--- src/rtl/key_event_ctrl_pkg.sv ---
// -----------------------------------------------------------------------------
// key_event_ctrl_pkg
// Shared constants for the key event controller: event type codes presented
// on the event stream, per-key FSM state encoding, tick counter width and the
// number of keys.
// -----------------------------------------------------------------------------
package key_event_ctrl_pkg;

    localparam int CNT_W    = 8;
    localparam int NUM_KEYS = 4;

    // Event type codes carried on ev_type
    localparam logic [1:0] EV_PRESS   = 2'b00;
    localparam logic [1:0] EV_RELEASE = 2'b01;
    localparam logic [1:0] EV_LONG    = 2'b10;
    localparam logic [1:0] EV_REPEAT  = 2'b11;

    // Per-key FSM states
    localparam logic [1:0] ST_IDLE   = 2'd0;
    localparam logic [1:0] ST_HELD   = 2'd1;
    localparam logic [1:0] ST_REPEAT = 2'd2;

endpackage

--- src/rtl/key_event_ctrl_fsm.sv ---
// -----------------------------------------------------------------------------
// key_event_fsm
// Tick-based event generator for one debounced key. Evaluates the key level
// only on clken ticks and produces press / release / long-press / repeat.
//
// Ports:
//   i_clock, i_reset   clock, asynchronous active-high reset
//   i_clken            100 Hz tick; all sampling and counting happen on it
//   i_key              debounced key level, 1 = pressed
//   o_press, o_release, o_long, o_repeat
//                      registered one-clock pulses, high the cycle after the tick
//   o_ev_stb, o_ev_type
//                      combinational event strobe/type during the tick cycle,
//                      so the pending slot fills at the same edge as the pulse
//   o_state            current FSM state (debug visibility)
// -----------------------------------------------------------------------------
module key_event_fsm
    import key_event_ctrl_pkg::*;
#(
    parameter int LONG_TICKS   = 100,
    parameter int REPEAT_TICKS = 20
) (
    input  logic       i_clock,
    input  logic       i_reset,
    input  logic       i_clken,
    input  logic       i_key,
    output logic       o_press,
    output logic       o_release,
    output logic       o_long,
    output logic       o_repeat,
    output logic       o_ev_stb,
    output logic [1:0] o_ev_type,
    output logic [1:0] o_state
);

    localparam logic [CNT_W-1:0] LONG_CMP   = CNT_W'(LONG_TICKS);
    localparam logic [CNT_W-1:0] REPEAT_CMP = CNT_W'(REPEAT_TICKS);

    logic [1:0]       r_state;
    logic [1:0]       w_state_nx;
    logic [CNT_W-1:0] r_cnt;
    logic [CNT_W-1:0] w_cnt_nx;
    logic [CNT_W-1:0] w_cnt_inc;
    logic             r_prev;
    logic             r_press, r_release, r_long, r_repeat;
    logic             w_ev_stb;
    logic [1:0]       w_ev_type;

    assign w_cnt_inc = r_cnt + 1'b1;

    always_comb begin
        w_state_nx = r_state;
        w_cnt_nx   = r_cnt;
        w_ev_stb   = 1'b0;
        w_ev_type  = EV_PRESS;
        if (i_clken) begin
            case (r_state)
                ST_IDLE: begin
                    // Rising level on a tick; a key held through reset sees
                    // r_prev = 0 and so still yields a press.
                    if (i_key && !r_prev) begin
                        w_ev_stb   = 1'b1;
                        w_ev_type  = EV_PRESS;
                        w_cnt_nx   = '0;
                        w_state_nx = ST_HELD;
                    end
                end
                ST_HELD: begin
                    // Release outranks a threshold hit on the same tick
                    if (!i_key) begin
                        w_ev_stb   = 1'b1;
                        w_ev_type  = EV_RELEASE;
                        w_cnt_nx   = '0;
                        w_state_nx = ST_IDLE;
                    end else if (w_cnt_inc == LONG_CMP) begin
                        w_ev_stb   = 1'b1;
                        w_ev_type  = EV_LONG;
                        w_cnt_nx   = '0;
                        w_state_nx = ST_REPEAT;
                    end else begin
                        w_cnt_nx   = w_cnt_inc;
                    end
                end
                ST_REPEAT: begin
                    if (!i_key) begin
                        w_ev_stb   = 1'b1;
                        w_ev_type  = EV_RELEASE;
                        w_cnt_nx   = '0;
                        w_state_nx = ST_IDLE;
                    end else if (w_cnt_inc == REPEAT_CMP) begin
                        w_ev_stb   = 1'b1;
                        w_ev_type  = EV_REPEAT;
                        w_cnt_nx   = '0;
                    end else begin
                        w_cnt_nx   = w_cnt_inc;
                    end
                end
                default: begin
                    w_cnt_nx   = '0;
                    w_state_nx = ST_IDLE;
                end
            endcase
        end
    end

    always_ff @(posedge i_clock or posedge i_reset) begin
        if (i_reset) begin
            r_state   <= ST_IDLE;
            r_cnt     <= '0;
            r_prev    <= 1'b0;
            r_press   <= 1'b0;
            r_release <= 1'b0;
            r_long    <= 1'b0;
            r_repeat  <= 1'b0;
        end else begin
            r_state   <= w_state_nx;
            r_cnt     <= w_cnt_nx;
            if (i_clken) begin
                r_prev <= i_key;
            end
            r_press   <= w_ev_stb && (w_ev_type == EV_PRESS);
            r_release <= w_ev_stb && (w_ev_type == EV_RELEASE);
            r_long    <= w_ev_stb && (w_ev_type == EV_LONG);
            r_repeat  <= w_ev_stb && (w_ev_type == EV_REPEAT);
        end
    end

    assign o_press   = r_press;
    assign o_release = r_release;
    assign o_long    = r_long;
    assign o_repeat  = r_repeat;
    assign o_ev_stb  = w_ev_stb;
    assign o_ev_type = w_ev_type;
    assign o_state   = r_state;

endmodule

--- src/rtl/key_event_ctrl.sv ---
// -----------------------------------------------------------------------------
// key_event_ctrl
// Turns four debounced key levels into per-key event pulses and serializes
// the events into one valid/ready stream.
//
// Ports:
//   i_clock, i_reset         clock, asynchronous active-high reset
//   i_clken100hz             100 Hz tick from the debouncer
//   i_key0in..i_key3in       debounced key levels, 1 = pressed
//   o_press/o_release/o_longpress/o_repeat [3:0]
//                            one-clock event pulses, one bit per key
//   o_ev_valid, o_ev_key, o_ev_type, i_ev_ready
//                            event stream
//   o_ev_ovf                 sticky: an undelivered event was overwritten
//   o_dbg_state [7:0]        per-key FSM state, key k in bits [2k+1:2k]
//
// Handshake: an event transfers on a cycle where o_ev_valid && i_ev_ready.
// While o_ev_valid is high and i_ev_ready is low, o_ev_key/o_ev_type hold
// stable; each event is presented until accepted and delivered once.
// -----------------------------------------------------------------------------
module key_event_ctrl
    import key_event_ctrl_pkg::*;
#(
    parameter int LONG_TICKS   = 100,
    parameter int REPEAT_TICKS = 20
) (
    input  logic       i_clock,
    input  logic       i_reset,
    input  logic       i_clken100hz,
    input  logic       i_key0in,
    input  logic       i_key1in,
    input  logic       i_key2in,
    input  logic       i_key3in,
    output logic [3:0] o_press,
    output logic [3:0] o_release,
    output logic [3:0] o_longpress,
    output logic [3:0] o_repeat,
    output logic       o_ev_valid,
    output logic [1:0] o_ev_key,
    output logic [1:0] o_ev_type,
    input  logic       i_ev_ready,
    output logic       o_ev_ovf,
    output logic [7:0] o_dbg_state
);

    logic [NUM_KEYS-1:0] w_keys;
    logic [NUM_KEYS-1:0] w_ev_stb;
    logic [1:0]          w_ev_type [NUM_KEYS];

    logic [NUM_KEYS-1:0] r_pend_vld;
    logic [1:0]          r_pend_type [NUM_KEYS];

    logic                r_ev_valid;
    logic [1:0]          r_ev_key;
    logic [1:0]          r_ev_type;
    logic                r_ev_ovf;

    logic                w_load;
    logic                w_sel_vld;
    logic [1:0]          w_sel_key;
    logic [NUM_KEYS-1:0] w_clr;

    assign w_keys = {i_key3in, i_key2in, i_key1in, i_key0in};

    for (genvar g = 0; g < NUM_KEYS; g++) begin : g_key
        key_event_fsm #(
            .LONG_TICKS   (LONG_TICKS),
            .REPEAT_TICKS (REPEAT_TICKS)
        ) u_fsm (
            .i_clock   (i_clock),
            .i_reset   (i_reset),
            .i_clken   (i_clken100hz),
            .i_key     (w_keys[g]),
            .o_press   (o_press[g]),
            .o_release (o_release[g]),
            .o_long    (o_longpress[g]),
            .o_repeat  (o_repeat[g]),
            .o_ev_stb  (w_ev_stb[g]),
            .o_ev_type (w_ev_type[g]),
            .o_state   (o_dbg_state[2*g +: 2])
        );
    end

    // Output register refills when empty or when its event is being taken
    assign w_load = !r_ev_valid || i_ev_ready;

    // Fixed priority: scanning downwards leaves the lowest full slot selected
    always_comb begin
        w_sel_vld = 1'b0;
        w_sel_key = 2'd0;
        for (int k = NUM_KEYS - 1; k >= 0; k--) begin
            if (r_pend_vld[k]) begin
                w_sel_vld = 1'b1;
                w_sel_key = 2'(k);
            end
        end
    end

    always_comb begin
        w_clr = '0;
        for (int k = 0; k < NUM_KEYS; k++) begin
            w_clr[k] = w_load && w_sel_vld && (w_sel_key == 2'(k));
        end
    end

    always_ff @(posedge i_clock or posedge i_reset) begin
        if (i_reset) begin
            r_pend_vld <= '0;
            for (int k = 0; k < NUM_KEYS; k++) begin
                r_pend_type[k] <= EV_PRESS;
            end
            r_ev_valid <= 1'b0;
            r_ev_key   <= 2'd0;
            r_ev_type  <= EV_PRESS;
            r_ev_ovf   <= 1'b0;
        end else begin
            for (int k = 0; k < NUM_KEYS; k++) begin
                if (w_ev_stb[k]) begin
                    // A new event beats a same-cycle clear; only a slot that
                    // stays occupied counts as overwritten.
                    r_pend_vld[k]  <= 1'b1;
                    r_pend_type[k] <= w_ev_type[k];
                    if (r_pend_vld[k] && !w_clr[k]) begin
                        r_ev_ovf <= 1'b1;
                    end
                end else if (w_clr[k]) begin
                    r_pend_vld[k] <= 1'b0;
                end
            end
            if (w_load) begin
                r_ev_valid <= w_sel_vld;
                if (w_sel_vld) begin
                    r_ev_key  <= w_sel_key;
                    r_ev_type <= r_pend_type[w_sel_key];
                end
            end
        end
    end

    assign o_ev_valid = r_ev_valid;
    assign o_ev_key   = r_ev_key;
    assign o_ev_type  = r_ev_type;
    assign o_ev_ovf   = r_ev_ovf;

endmodule
--- config.mk ---
export PLATFORM = sky130hd
export DESIGN_NAME = key_event_ctrl
export DESIGN_NICKNAME = d
export VERILOG_FILES = /design/src/rtl/key_event_ctrl_pkg.sv /design/src/rtl/key_event_ctrl_fsm.sv /design/src/rtl/key_event_ctrl.sv
export SDC_FILE = /design/constraint.sdc
export NUM_CORES = 1
export LEC_CHECK = 0
export ABC_AREA = 1
export CORE_ASPECT_RATIO = 1.25
export CORE_UTILIZATION = 50
export DETAILED_ROUTE_END_ITERATION = 16
export GPL_TIMING_DRIVEN = 0
export PLACE_DENSITY = 0.8
export SYNTH_ARGS = -nofsm -noshare
export SYNTH_HDL_FRONTEND = slang
export SYNTH_SLANG_ARGS = --single-unit
--- constraint.sdc ---
create_clock -name i_clock -period 6.9 [get_ports i_clock]
set_input_delay 1.38 -clock i_clock [delete_from_list [all_inputs] [get_ports i_clock]]
set_output_delay 1.38 -clock i_clock [all_outputs]
set_load 0.02 [all_outputs]
### After elaboration in Yosys (flattened, before gate mapping)

Cells that the tools add are included.

* add/subtract/negate cells: 4
* order comparisons: 1
* eq/ne operators: 43
* mux-type cells: 123
* bitwise logic cells: 1
* reductions and logical operators: 61

Operators by type and width (count)
* 2-to-1 mux 8 bit: 20
* case mux 8 bit (3 select lines): 4
* 2-to-1 mux 2 bit: 42
* 2-to-1 mux 1 bit: 44
* adder 8 x 1 -> 8 bit (second input constant): 4
* equality test 8 x 5 -> 1 bit (second input constant): 4
* equality test 8 x 7 -> 1 bit (second input constant): 4
* logical AND 1 bit: 29
* equality test 2 bit (second input constant): 14
* case mux 2 bit (3 select lines): 4
* equality test 2 x 1 -> 1 bit (second input constant): 9
* logical NOT 2 bit: 9
* case mux 2 bit (2 select lines): 4
* AND reduction 4 bit: 4
* != test 3 x 2 -> 1 bit (second input constant): 4
* case mux 1 bit (3 select lines): 4
* AND reduction 2 bit: 5
* logical NOT 1 bit: 9
* != test 2 x 1 -> 1 bit (second input constant): 4
* != test 2 bit (second input constant): 4
* nonzero test 2 bit: 4
* binary-select mux 2 bit (select 2 bit): 1
* greater-or-equal comparator 3 bit (second input constant): 1
* NOT 2 -> 3 bit: 1
* logical OR 1 bit: 1

* register bits: 78
* output and inout bits: 30
* logic and storage cells: 273

### Depth between registers and ports, before layout

* word-level depth: 16
* gate-level depth with buffers: 16
* gate-level depth less buffers: 16

### By module

From an unflattened synthesis, not the netlist that was laid out.

* cell total of the unflattened synthesis: 723
* area total of the unflattened synthesis: 5185.0 µm²

Modules (own cells, without submodules)
* key_event_fsm at g_key[0].u_fsm ...: instances 3, cells an instance 156, area each 1084.8 µm², sequential area each 375.4 µm²
* key_event_fsm at g_key[2].u_fsm: instances 1, cells an instance 154, area each 1089.8 µm², sequential area each 375.4 µm²
* key_event_ctrl: instances 1, cells an instance 101, area each 840.8 µm², sequential area each 450.4 µm²

### Worst setup path after synthesis

Ideal clock, no wire load.

* path kind: input port to flip-flop
* start: input port i_clken100hz
* end: register g_key[1].u_fsm.r_state[0]
* library setup time: 0.124 ns
* arrival time: 2.350 ns
* setup slack: 4.426 ns
* stages: 6
* buffers on the path: 1
* cell sequence: clkbuf_1 inv_1 a21oi_1 nand3_1 nor2_1 a21oi_1

* longest elaborated chain between the ends: 1

Ends and longest elaborated chain
* start: declaration: line key_event_ctrl.sv:29 `input logic i_clken100hz,`
* AND reduction 4 bit (no source line)
* end signal: assignment: line key_event_ctrl_fsm.sv:116 `r_state <= w_state_nx;`
* end: declaration: line key_event_ctrl_fsm.sv:39 `logic [1:0] r_state;`

No other way between the ends.
A chain may end at the register's enable or synchronous reset.

### Worst setup path after layout

* start: input port i_key1in
* end: register g_key[1].u_fsm.r_state[0]

* longest elaborated chain between the ends: 3
* elaborated cells on any way between the ends: 7

Ends and longest elaborated chain
* start: declaration: line key_event_ctrl.sv:31 `input logic i_key1in,`
* logical AND 1 bit: line key_event_ctrl_fsm.sv:61 `if (i_key && !r_prev) begin`
* != test 2 x 1 -> 1 bit (no source line)
* AND reduction 4 bit (no source line)

Parallel ways exist; a longest one is shown, timed or not.

==> results list <==
* Total grt overflow: 0
* Cell Count Post-Placement: slightly below 800
* Final hold violations: 0
- Count of standard-cell rows: 39
* Critical path startpoint category: input pin
* Placeable Area: 0.00917 mm2
* Average cell area after synthesis: 7.56 um2
- In this run, distinct cell masters in the synthesized netlist total 35.
- Clock root buffer master: sky130_fd_sc_hd__clkbuf_16
* Routability Congestion: between 0.9 and 1
- For this design, the CTS-stage hold fixing added 0 buffers.
* Launch point of the worst path: i_key1in
- The startpoint identified for the worst register-to-register timing path is g_key[3].u_fsm.r_cnt[0]$_DFFE_PP0P_.
* Synth-to-layout area growth: 18.3%
- Number of failing setup endpoints in the final timing report: 0
- Worst slew pin tran: 0.671 ns
- Cell count of the worst reg-to-reg path: 10
- Detailed-router iteration count before antenna repair: 5
- The commonest cells after synthesis are 166 x sky130_fd_sc_hd__nand2_1, 99 x sky130_fd_sc_hd__inv_1, 78 x sky130_fd_sc_hd__dfrtp_1, 52 x sky130_fd_sc_hd__nand3_1, 48 x sky130_fd_sc_hd__nor2_1.
- By area the synthesized netlist is led by sky130_fd_sc_hd__dfrtp_1 41%, sky130_fd_sc_hd__nand2_1 13%, sky130_fd_sc_hd__inv_1 7.8%, sky130_fd_sc_hd__ha_1 5.8%, sky130_fd_sc_hd__nand3_1 5.5%.
- Fin. max-slew vios: 0
* Worst-case vdd ir drop: ~0.00024 V
* Deepest clock path buffer count: 2
* Final worst path period need: 2.90 ns
- The mapped netlist covers 0.00476 mm2.
* Multi-input logic area: approximately 0.0023 mm2
- Post-detail-place hpwl: between 7000 and 8000 um
- Entering global routing, the biggest net connects 61 pins.
* Setup TNS: 0 ns
- The most used flip-flop cell after synthesis is sky130_fd_sc_hd__dfrtp_1.
- In this run the tightest slew margin relative to its limit is 0.552.
* I/O Buffers: 36
- Flop-to-flop setup slack: roughly 4.8 ns
* Arrival time of data at the critical path endpoint: between 3 and 4 ns
* Clock tree from TritonCTS: built
- Outcome: finished clean
- The tool flagged a number of max-cap violations equal to 0.
- Initial antenna violation count: 0
- Storage element area: 0.00195 mm2
* Post-synth EDFFs: 0
* Setup Crit Path Kind: in2reg
* Power, Total: between 1.5 and 2 mW
* Fraction of final layout cells with drive strength greater than 1: 0.116
- Post-Route Skew: 0.00699 ns
- Synthesized netlist net count: between 600 and 700
- DRC violation count after routing: 0
- After technology mapping, the gate count stands at 630.
- Timing would allow up to 0.344 GHz.
- Starting density of the core: 0.519
- Req. time, crit path: 7.13 ns
- Leaving out filler cells and counting taps, the final layout contains 806.
* Capturing point of the worst reg2reg path: g_key[3].u_fsm.o_press$_DFF_PP0_
- Endpoint type of the worst setup path: flop
* Width of the die: just under 90 um
- After detailed routing, the number of vias per cell comes to 5.22.
- Net total in the final layout: 708
- CTS saw 78 sinks.
* Global-route wire length before repair: roughly 18000 um
* Top-Level Pins: 38
- Leading cell type by number of instances after synthesis: sky130_fd_sc_hd__nand2_1
- Fill cells in the final layout number 803.
- Share of the cycle needed by the critical path after routing: 0.421
* Clock transition at the registers of the reported paths: about 0.070 ns
- Maximum level of the CTS H-tree: 3
- Sequential area share after synthesis: 0.410
- Dividing total power by cell area gives a power density of 323 mW/mm2.
- Setup repair after global routing left no endpoint under its margin.
- Antenna diode count: 0
- Async set-reset flop share out of synthesis: 1.00
- Buffers inserted during post-CTS setup optimization: 0
- Detailed-route wire length: roughly 10000 um
- The die covers 0.00992 mm2.
- Dividing the detail-routed wire length by the instance count gives 12.9 um.
- Largest area contributor in the synthesized netlist: sky130_fd_sc_hd__dfrtp_1
* Clock buffer count from CTS: 9
* Max Fanout on Critical Path: 9
- The critical path ends at g_key[1].u_fsm.o_state[0]$_DFFE_PP0P_.
* Worst Hold Class: reg2reg
* Global-route total usage across every layer: 0.225
* Starting DRT DRC Count: about 190
- Number of storage elements in the synthesis netlist: 78
- Vias: between 4000 and 5000
- Worst Hold Slack: 0.503 ns
- The via count of the first global-routing pass was 4171.
- Post-synth top area share: 0.410
* Die H: 111 um
* Yosys synthesis warning count: 0
* CTS-repair resized insts: 0
* Leakage dissipation: 2.90 nW
* Number of nets with antenna violations after detailed routing: 0
- Source-to-sink clock delay at the later pin of the worst-skew pair: 0.34 ns
==> layout by cell type (no fill, tap or decap), types with 2 or more instances in the layout <==
cell / netlist / layout
sky130_fd_sc_hd__a21oi_1: 13 / 13
sky130_fd_sc_hd__a31oi_1: 2 / 2
sky130_fd_sc_hd__buf_4: 17 / 17
sky130_fd_sc_hd__bufinv_16: 0 / 2
sky130_fd_sc_hd__clkbuf_1: 2 / 2
sky130_fd_sc_hd__clkbuf_16: 0 / 9
sky130_fd_sc_hd__clkdlybuf4s50_1: 0 / 36
sky130_fd_sc_hd__dfrtp_1: 78 / 78
sky130_fd_sc_hd__ha_1: 22 / 22
sky130_fd_sc_hd__inv_1: 99 / 98
sky130_fd_sc_hd__inv_2: 2 / 2
sky130_fd_sc_hd__inv_6: 0 / 3
sky130_fd_sc_hd__nand2_1: 166 / 166
sky130_fd_sc_hd__nand2_2: 10 / 10
sky130_fd_sc_hd__nand2_4: 3 / 3
sky130_fd_sc_hd__nand3_1: 52 / 52
sky130_fd_sc_hd__nand3_2: 4 / 4
sky130_fd_sc_hd__nand4_1: 17 / 17
sky130_fd_sc_hd__nand4_2: 2 / 2
sky130_fd_sc_hd__nor2_1: 48 / 48
sky130_fd_sc_hd__nor2_2: 5 / 5
sky130_fd_sc_hd__nor3_1: 3 / 3
sky130_fd_sc_hd__nor3_2: 5 / 5
sky130_fd_sc_hd__nor3b_2: 4 / 4
sky130_fd_sc_hd__o21ai_0: 47 / 47
sky130_fd_sc_hd__o21ai_1: 7 / 7
sky130_fd_sc_hd__o21ai_2: 4 / 4
sky130_fd_sc_hd__o22ai_1: 5 / 5
sky130_fd_sc_hd__xor2_1: 3 / 3
==> power by group <==
part           switching [mW]  total [mW]  internal [mW]
Clock                   0.201       0.523          0.323
Combinational           0.440       0.682          0.242
Sequential             0.0757       0.613          0.537
Total                   0.716        1.82           1.10
==> layer usage <==
metal  up-vias  part of all wire  GRT usage
li1       2092                 -          -
met1      2005              0.41      0.257
met2        87              0.53      0.412
met3        24             0.030     0.0253
met4         0             0.028     0.0942
met5         -                 0          0
==> cells by family after synthesis <==
group / share of synthesized area
AO/OA/AOI/OAI: 0.0964
XOR/XNOR: 0.00552
adder cells (fa/ha/maj): 0.0578
buffers and inverters: 0.109
flip-flops: 0.410
AND/OR/NAND/NOR: 0.322
==> worst min path at each step <==
stage | slack [ns] | cells after the start | start | end
detailed placement | 0.49 | 2 | r_pend_type[5]$_DFFE_PP0P_ | r_pend_type[5]$_DFFE_PP0P_
CTS | 0.50 | 2 | r_pend_type[5]$_DFFE_PP0P_ | r_pend_type[5]$_DFFE_PP0P_
global placement | 0.46 | 2 | r_pend_type[4]$_DFFE_PP0P_ | r_pend_type[4]$_DFFE_PP0P_
global route | 0.53 | 2 | r_pend_type[1]$_DFFE_PP0P_ | r_pend_type[1]$_DFFE_PP0P_
finish | 0.50 | 2 | r_pend_type[5]$_DFFE_PP0P_ | r_pend_type[5]$_DFFE_PP0P_
floorplan | 0.44 | 2 | r_pend_type[4]$_DFFE_PP0P_ | r_pend_type[4]$_DFFE_PP0P_
==> final cells by class <==
class,count,share of cell area
Inverter,102,0.0684
Buffer,19,0.0240
Tap cell,123,0.0273
Clock buffer,9,0.0400
Clock inverter,7,0.0182
Timing Repair Buffer,37,0.0688
Multi-Input combinational cell,431,0.407
Sequential cell,78,0.346
==> per-stage QoR <==
step	utilization	cell area, um2	worst slack, ns
floorplan	-	4760	3.52
global placement	0.575	5280	2.24
detailed placement	0.579	5310	3.66
CTS	0.614	5640	3.99
global route	0.614	5640	3.81
finish	0.614	5640	4.00
==> worst max-delay path, stage by stage <==
cell and delay, ns:
sky130_fd_sc_hd__clkdlybuf4s50_1 0.62, sky130_fd_sc_hd__nand2_1 0.13, sky130_fd_sc_hd__a21oi_1 0.55, sky130_fd_sc_hd__nand3_1 0.27, sky130_fd_sc_hd__nor2_1 0.14, sky130_fd_sc_hd__a21oi_1 0.05
==> sequential cells by signal (all words and copies together), names as in the netlist, 4 cells and up <==
| signal | count |
|---|---|
| g_key.u_fsm.r_cnt | 32 |
| g_key.u_fsm.o_press | 4 |
| g_key.u_fsm.o_repeat | 4 |
| g_key.u_fsm.o_long | 4 |
| r_pend_vld | 4 |
| g_key.u_fsm.o_release | 4 |
| g_key.u_fsm.r_prev | 4 |
| g_key.u_fsm.o_state | 8 |
| r_pend_type | 8 |
(Power assumes the default switching activity.)
